`src/rtl/spi_cmd_decoder_if.sv`:
```
// Bus bundle between the SPI bridge / PWM register file (master side) and
// the command decoder (slave side).
interface spi_cmd_decoder_if #(
    parameter int ADDR_W = 6
);
    logic              cs_n;
    logic              byte_sync;
    logic [7:0]        data_in;
    logic [7:0]        data_out;
    logic              read;
    logic              write;
    logic [ADDR_W-1:0] addr;
    logic [7:0]        data_read;
    logic [7:0]        data_write;
    logic              err;

    modport master (
        output cs_n, byte_sync, data_in, data_read,
        input  data_out, read, write, addr, data_write, err
    );

    modport slave (
        input  cs_n, byte_sync, data_in, data_read,
        output data_out, read, write, addr, data_write, err
    );
endinterface

```
`src/rtl/spi_cmd_decoder.sv`:
```
// Two-byte SPI command decoder (command, data) driving register read/write strobes.
// Optional burst mode with address auto-increment: define SPI_CMD_AUTOINC_EN.
module spi_cmd_decoder #(
    parameter int ADDR_W = 6,
    parameter int RD_LAT = 1
) (
    input  logic               clk,
    input  logic               rst_n,
    spi_cmd_decoder_if.slave   bus
);

    typedef enum logic [1:0] {
        S_CMD   = 2'd0,
        S_WDATA = 2'd1,
        S_RDATA = 2'd2,
        S_SKIP  = 2'd3
    } state_t;

    // Command bits between ADDR_W and bit 5 that must be zero.
    localparam logic [5:0] HI_MASK = 6'(6'h3F << ADDR_W);

    state_t            state_reg, state_next;
    logic [ADDR_W-1:0] addr_reg, addr_next;
    logic [7:0]        data_write_reg, data_write_next;
    logic [7:0]        data_out_reg, data_out_next;
    logic              read_reg, read_next;
    logic              write_reg, write_next;
    logic              err_reg, err_next;
    logic              cs_n_q_reg;
    logic              clr_dout;
    logic              byte_ok;
    logic              illegal_cmd;
    logic              cap;

    assign illegal_cmd = bus.data_in[6] | (|(bus.data_in[5:0] & HI_MASK));

    // A byte coincident with cs_n rising still counts; once cs_n has been
    // high for a full cycle, byte_sync is ignored.
    assign byte_ok = bus.byte_sync & ~(bus.cs_n & cs_n_q_reg);

    always_ff @(posedge clk or negedge rst_n) begin
        if (!rst_n) begin
            state_reg      <= S_CMD;
            addr_reg       <= '0;
            data_write_reg <= '0;
            data_out_reg   <= '0;
            read_reg       <= 1'b0;
            write_reg      <= 1'b0;
            err_reg        <= 1'b0;
            cs_n_q_reg     <= 1'b1;
        end else begin
            state_reg      <= state_next;
            addr_reg       <= addr_next;
            data_write_reg <= data_write_next;
            data_out_reg   <= data_out_next;
            read_reg       <= read_next;
            write_reg      <= write_next;
            err_reg        <= err_next;
            cs_n_q_reg     <= bus.cs_n;
        end
    end

    always_comb begin
        state_next      = state_reg;
        addr_next       = addr_reg;
        data_write_next = data_write_reg;
        read_next       = 1'b0;
        write_next      = 1'b0;
        err_next        = 1'b0;
        clr_dout        = 1'b0;

`ifdef SPI_CMD_AUTOINC_EN
        // Post-increment after the write strobe so addr is stable while write is high.
        if (write_reg) begin
            addr_next = addr_reg + 1'b1;
        end
`endif

        if (byte_ok) begin
            case (state_reg)
                S_CMD: begin
                    if (illegal_cmd) begin
                        err_next   = 1'b1;
                        state_next = S_SKIP;
                    end else if (bus.data_in[7]) begin
                        addr_next  = bus.data_in[ADDR_W-1:0];
                        state_next = S_WDATA;
                    end else begin
                        addr_next  = bus.data_in[ADDR_W-1:0];
                        read_next  = 1'b1;
                        state_next = S_RDATA;
                    end
                end
                S_WDATA: begin
                    data_write_next = bus.data_in;
                    write_next      = 1'b1;
`ifdef SPI_CMD_AUTOINC_EN
                    state_next      = S_WDATA;
`else
                    state_next      = S_CMD;
`endif
                end
                S_RDATA: begin
`ifdef SPI_CMD_AUTOINC_EN
                    addr_next  = addr_reg + 1'b1;
                    read_next  = 1'b1;
                    state_next = S_RDATA;
`else
                    clr_dout   = 1'b1;
                    state_next = S_CMD;
`endif
                end
                S_SKIP: begin
                    state_next = S_CMD;
                end
                default: begin
                    state_next = S_CMD;
                end
            endcase
        end

        if (bus.cs_n) begin
            state_next = S_CMD;
            clr_dout   = 1'b1;
        end
    end

    // cap marks the cycle in which data_read is valid for the last read strobe.
    generate
        if (RD_LAT == 0) begin : g_lat0
            assign cap = read_reg;
        end else begin : g_lat1
            logic cap_reg;
            always_ff @(posedge clk or negedge rst_n) begin
                if (!rst_n) begin
                    cap_reg <= 1'b0;
                end else begin
                    cap_reg <= read_reg;
                end
            end
            assign cap = cap_reg;
        end
    endgenerate

    always_comb begin
        data_out_next = data_out_reg;
        if (cap) begin
            data_out_next = bus.data_read;
        end else if (clr_dout) begin
            data_out_next = 8'h00;
        end
    end

    // Bypass in the capture cycle so data_out reflects data_read right away,
    // then the register holds it until the next load or clear.
    assign bus.data_out   = cap ? bus.data_read : data_out_reg;
    assign bus.addr       = addr_reg;
    assign bus.data_write = data_write_reg;
    assign bus.read       = read_reg;
    assign bus.write      = write_reg;
    assign bus.err        = err_reg;

endmodule

```
`src/flat_wrapper.sv`:
```
// flat-port wrapper written by rule: the top's interface ports become plain ports
module spi_cmd_decoder_flat 
#(
    parameter int ADDR_W = 6,
    parameter int RD_LAT = 1
)
  (clk, rst_n, bus_cs_n, bus_byte_sync, bus_data_in, bus_data_read, bus_data_out, bus_read, bus_write, bus_addr, bus_data_write, bus_err);
  spi_cmd_decoder_if #(.ADDR_W(ADDR_W)) bus_i ();
  input  logic clk;
  input  logic rst_n;
  input wire logic [$bits(bus_i.cs_n)-1:0] bus_cs_n;
  input wire logic [$bits(bus_i.byte_sync)-1:0] bus_byte_sync;
  input wire logic [$bits(bus_i.data_in)-1:0] bus_data_in;
  input wire logic [$bits(bus_i.data_read)-1:0] bus_data_read;
  output wire logic [$bits(bus_i.data_out)-1:0] bus_data_out;
  output wire logic [$bits(bus_i.read)-1:0] bus_read;
  output wire logic [$bits(bus_i.write)-1:0] bus_write;
  output wire logic [$bits(bus_i.addr)-1:0] bus_addr;
  output wire logic [$bits(bus_i.data_write)-1:0] bus_data_write;
  output wire logic [$bits(bus_i.err)-1:0] bus_err;
  assign bus_i.cs_n = bus_cs_n;
  assign bus_i.byte_sync = bus_byte_sync;
  assign bus_i.data_in = bus_data_in;
  assign bus_i.data_read = bus_data_read;
  assign bus_data_out = bus_i.data_out;
  assign bus_read = bus_i.read;
  assign bus_write = bus_i.write;
  assign bus_addr = bus_i.addr;
  assign bus_data_write = bus_i.data_write;
  assign bus_err = bus_i.err;
  spi_cmd_decoder #(.ADDR_W(ADDR_W), .RD_LAT(RD_LAT)) u_core (.clk(clk), .rst_n(rst_n), .bus(bus_i));
endmodule
```
`config.mk`:
```
export PLATFORM = sky130hd
export DESIGN_NAME = spi_cmd_decoder_flat
export DESIGN_NICKNAME = d
export VERILOG_FILES = /design/src/rtl/spi_cmd_decoder_if.sv /design/src/rtl/spi_cmd_decoder.sv /design/src/flat_wrapper.sv
export SDC_FILE = /design/constraint.sdc
export NUM_CORES = 1
export LEC_CHECK = 0
export BUFFER_PORTS_ARGS = -buffer_cell sky130_fd_sc_hd__buf_2
export CAP_MARGIN = 30
export CORE_ASPECT_RATIO = 0.6
export CORE_MARGIN = 1
export CORE_UTILIZATION = 47
export CTS_CLUSTER_DIAMETER = 150
export CTS_CLUSTER_SIZE = 10
export DETAILED_ROUTE_END_ITERATION = 8
export PLACE_DENSITY = 0.85
export SYNTH_ARGS = -nofsm -noshare
export SYNTH_HDL_FRONTEND = slang
export SYNTH_SLANG_ARGS = --single-unit
```
`constraint.sdc`:
```
create_clock -name clk -period 1.75 [get_ports clk]
set_clock_uncertainty 0.1 [all_clocks]
set_input_delay 0.2625 -clock clk [delete_from_list [all_inputs] [get_ports clk]]
set_output_delay 0.2625 -clock clk [all_outputs]
set_load 0.01 [all_outputs]
```
Word level (Yosys, flattened, before mapping):

Cells that the tools add are included.

* register bits: 29
* latch bits: 0
* RAM bits: 0
* ROM bits: 0
* input bits: 20
* output and inout bits: 25
* memories: 0

* $add $sub $neg: 0
* $mul: 0
* div/mod/pow operators: 0
* $lt $le $gt $ge: 0
* equality and inequality tests: 3
* shift operators: 0
* mux-type cells: 20
* bitwise logic cells: 4
* reduce and logical (&&, ||, !) cells: 6

Operators with widths (count)
* $mux W8: 3
* $mux W1: 12
* $mux W2: 4
* $eq A2 B2 Y1 const B: 2
* $pmux W2 S2: 1
* $reduce_bool A2 Y1: 2
* $reduce_and A3 Y1: 1
* $reduce_or A3 Y1: 1
* $and A1 B1 Y1: 2
* $eq A2 B1 Y1 const B: 1
* $logic_not A2 Y1: 1
* $not A1 Y1: 2
* $reduce_and A2 Y1: 1

Longest topological paths before layout:

* depth after elaboration: 7
* gate-level depth with buffers: 4
* gate-level depth less buffers: 3

Least setup slack after synthesis:

OpenSTA, ideal clock, no wires.

* path kind: register to output
* start: register u_core.g_lat1.cap_reg, in the netlist u_core.cap
* end: output port bus_data_out[2]
* data arrival time: 1065 ps
* data required time: 1387 ps
* slack: 322 ps
* stages on the path, launching flop included: 4
* buffers on the path: 2
* cell sequence: dfrtp_1 > buf_2 > buf_2 > mux2_2

* cells in the longest elaborated chain, start to end: 1

Ends and longest elaborated chain
* start: declaration: RTL line spi_cmd_decoder.sv:133 `logic cap_reg;`
* start signal: assignment: RTL line spi_cmd_decoder.sv:138 `cap_reg <= read_reg;`
* $mux W8: RTL line spi_cmd_decoder.sv:156 `assign bus.data_out = cap ? bus.data_read : data_out_reg;`
* end: declaration: RTL line flat_wrapper.sv:15 `output wire logic [$bits(bus_i.data_out)-1:0] bus_data_out;`

No other way between the ends.

Final worst setup path:

* start: register u_core.g_lat1.cap_reg, in the netlist u_core.cap
* end: output port bus_data_out[1]

Same word-level chain as after synthesis.

==> impl_metrics.csv <==
group,metric,value,unit
outcome,status,"completed",
finish,drive_gt1_frac,0.620,
timing,rsz0062_at_grt,"false",
placed_design,place.gp.congestion,0.708,
floorplan,die_area,2780,um^2
finish,fillers,172,
timing,worst_pin_slew,0.637,ns
worst_setup_path,worstPathRequired,1.39,ns
clocking,clkTransAtPathRegs,0.06,ns
logic_synthesis,synth_nets,97,
logic_synthesis,ys_seq_elements,29,
worst_setup_path,worstSetupPathType,"reg -> out",
floorplan,die_x,67.4,um
hold_path,hp-class,"in -> reg",
routing,avgRoutedWirePerCell,15.4,um
worst_setup_path,critical_path_arrival,1.29,ns
routing,firstDrtPassIters,4,
pwr,switching_power,0.490,mW
routing,wl,2450,um
floorplan,row_count,13,
finish,diodes,0,
clocking,worstSkewPairLatency,0.28,ns
placed_design,hpwl,1760,um
pwr,worst_ir_drop_vdd,597,uV
routing,top_layer,"met4",
worst_setup_path,cp_max_fo,9,
clocking,cts_buffers,5,
worst_setup_path,cp-start-kind,"flop",
worst_setup_path,r2r-start,"u_core.state_reg[1]$_DFFE_PN0P_",
routing,drt_iter0_markers,31,
clocking,clockRootBuffer,"clkbuf_8",
timing,maxSlewHeadroom,0.575,
pwr,seqPwrFrac,0.470,
routing,via_count,798,
pwr,leakage,0.813,nW
routing,routed_via_density,5.02,
routing,wl_met1,1130,um
timing,fmax,603,MHz
grt,grt_pass1_vias,755,
placed_design,port_buffers,44,
floorplan,coreArea,2290,um^2
pwr,clkPwrFrac,0.301,
floorplan,die_h,41.2,um
worst_setup_path,cp-startpoint,"u_core.cap$_DFF_PN0_",
routing,drc,0,
finish,fin_nets,149,
timing,fin_crit_sh,0.947,
timing,period_needed,1.66,ns
finish,syn2layout_area_growth,29.5,%
worst_setup_path,crit_path_end_kind,"output port",
clocking,cts_buffer_depth,2,
timing,hold_viol,0,
clocking,cts_tree,"done",
grt,grt_overflow,0,
pwr,power_density,1170,nW/um^2
grt,antenna_found_initial,0,
grt,grt_first_pass_wirelength,3650,um
clocking,htreeDepth,2,
timing,maxSlewViolCount,0,
routing,wl_met3,127,um
logic_synthesis,ys_warn_count,0,
logic_synthesis,ys_types,18,
flow_run,maxCapViolCount,0,
logic_synthesis,seq_area_frac_synth,0.603,
logic_synthesis,syn-cell-area,1210,um^2
logic_synthesis,synthTopCellsByArea,"dfrtp_1, mux2_2, mux2_4",
logic_synthesis,yosys.area.top_type_share,0.581,
routing,ant_nets,0,
finish,utilization,0.681,
worst_setup_path,rrSetupSlack,0.22,ns
timing,setup_violations,0,
clocking,numClockSinks,29,
pwr,p_comb_frac,0.229,
pwr,switching_share,0.269,
logic_synthesis,avgSynthCellArea,15.7,um^2
pwr,internal-power,1.33,mW
logic_synthesis,synth_top_cell_by_area,"dfrtp_1",
routing,met2WireLength,1150,um
timing,setup_tns,0,ns
grt,grt_max_degree,30,
floorplan,ioPinCount,45,
grt,grtUsageTotal,0.204,
logic_synthesis,postSynthCellCount,77,
hold_path,holdCritStartpoint,"bus_cs_n",
floorplan,start_util,0.526,
clocking,cts_setup_buffers,0,
routing by layer:
layer  vias to the layer above  track usage
met5                         -            0
met4                         0        0.112
met3                         7       0.0833
met2                        21        0.330
met1                       385        0.239
li1                        385            -
what timing repair did:
item,in CTS,in global routing
resized for setup,0,0
hold buffers,1,0
hold endpoints to repair,28,0
setup endpoints to repair,0,0
cells in the mapped netlist, drive strengths merged:
cell,instances
o211ai,1
mux2,22
nand3b,1
a21oi,3
buf,3
nor2,2
dfrtp,28
dfstp,1
a22o,8
and2b,1
a211oi,1
nand2b,3
and3,2
nand3,1
per-stage QoR:
step	setup slack [ns]	power [mW]	cell area (um^2)	instances	hold WS [ns]
final	0.0926	1.82	1560	159	0.0416
after floorplan	0.322	1.09	1210	77	-0.133
after global routing	0.0464	1.92	1560	159	0.0332
after global placement	0.277	1.26	1470	151	0.212
after detailed placement	0.222	1.29	1470	151	0.225
after CTS	0.0753	1.84	1560	159	0.0382
logic make-up after synthesis:
logic type             Yosys count  share of synthesized area
AO/OA/AOI/OAI                   13                     0.0965
buffers and inverters            3                     0.0176
multiplexers                    22                      0.230
AND/OR/NAND/NOR                 10                     0.0529
flip-flops                      29                      0.603
final timing paths:
check | endpoint | cells after the start
max in group asynchronous | u_core.bus.write$_DFF_PN0_ | 2
max | bus_data_out[1] | 3
min reg2reg | u_core.cap$_DFF_PN0_ | 0
min | u_core.cs_n_q_reg$_DFF_PN1_ | 1
max reg2reg | u_core.bus.data_write[1]$_DFFE_PN0P_ | 4
min in group asynchronous | u_core.data_out_reg[7]$_DFFE_PN0P_ | 2
placed cells by master, fill, tap and decap left out:
master,n
nand3_1,1
a21oi_1,2
nor2_1,2
and3_2,1
mux2_4,8
a22o_1,8
nand2b_1,3
dlygate4sd3_1,1
and2b_1,1
clkbuf_8,6
buf_4,3
and3_1,1
dfrtp_1,28
nand3b_2,1
buf_2,44
a21oi_2,1
a211oi_4,1
clkbuf_1,1
dfstp_2,1
o211ai_1,1
mux2_2,14
worst max-delay path: stages (launching register included):
cell and delay [ns]:
dfrtp_1 0.34, buf_4 0.18, mux2_2 0.35, buf_2 0.14
power groups by stage:
stage	Combinational (mW)	Clock (mW)	Sequential, mW
after floorplan	0.187	0	0.906
after global placement	0.406	0	0.858
after detailed placement	0.420	0	0.866
after CTS	0.425	0.559	0.858
after global routing	0.457	0.596	0.868
final	0.418	0.549	0.856
layout make-up:
class,instances,area (um^2),area share
repair buffers,48,253,0.162
flip-flops and latches,29,727,0.466
multi-input cells,45,458,0.293
well taps,30,37.5,0.0240
clock buffers,7,86.3,0.0553
Power figures use the tool's default switching activity.
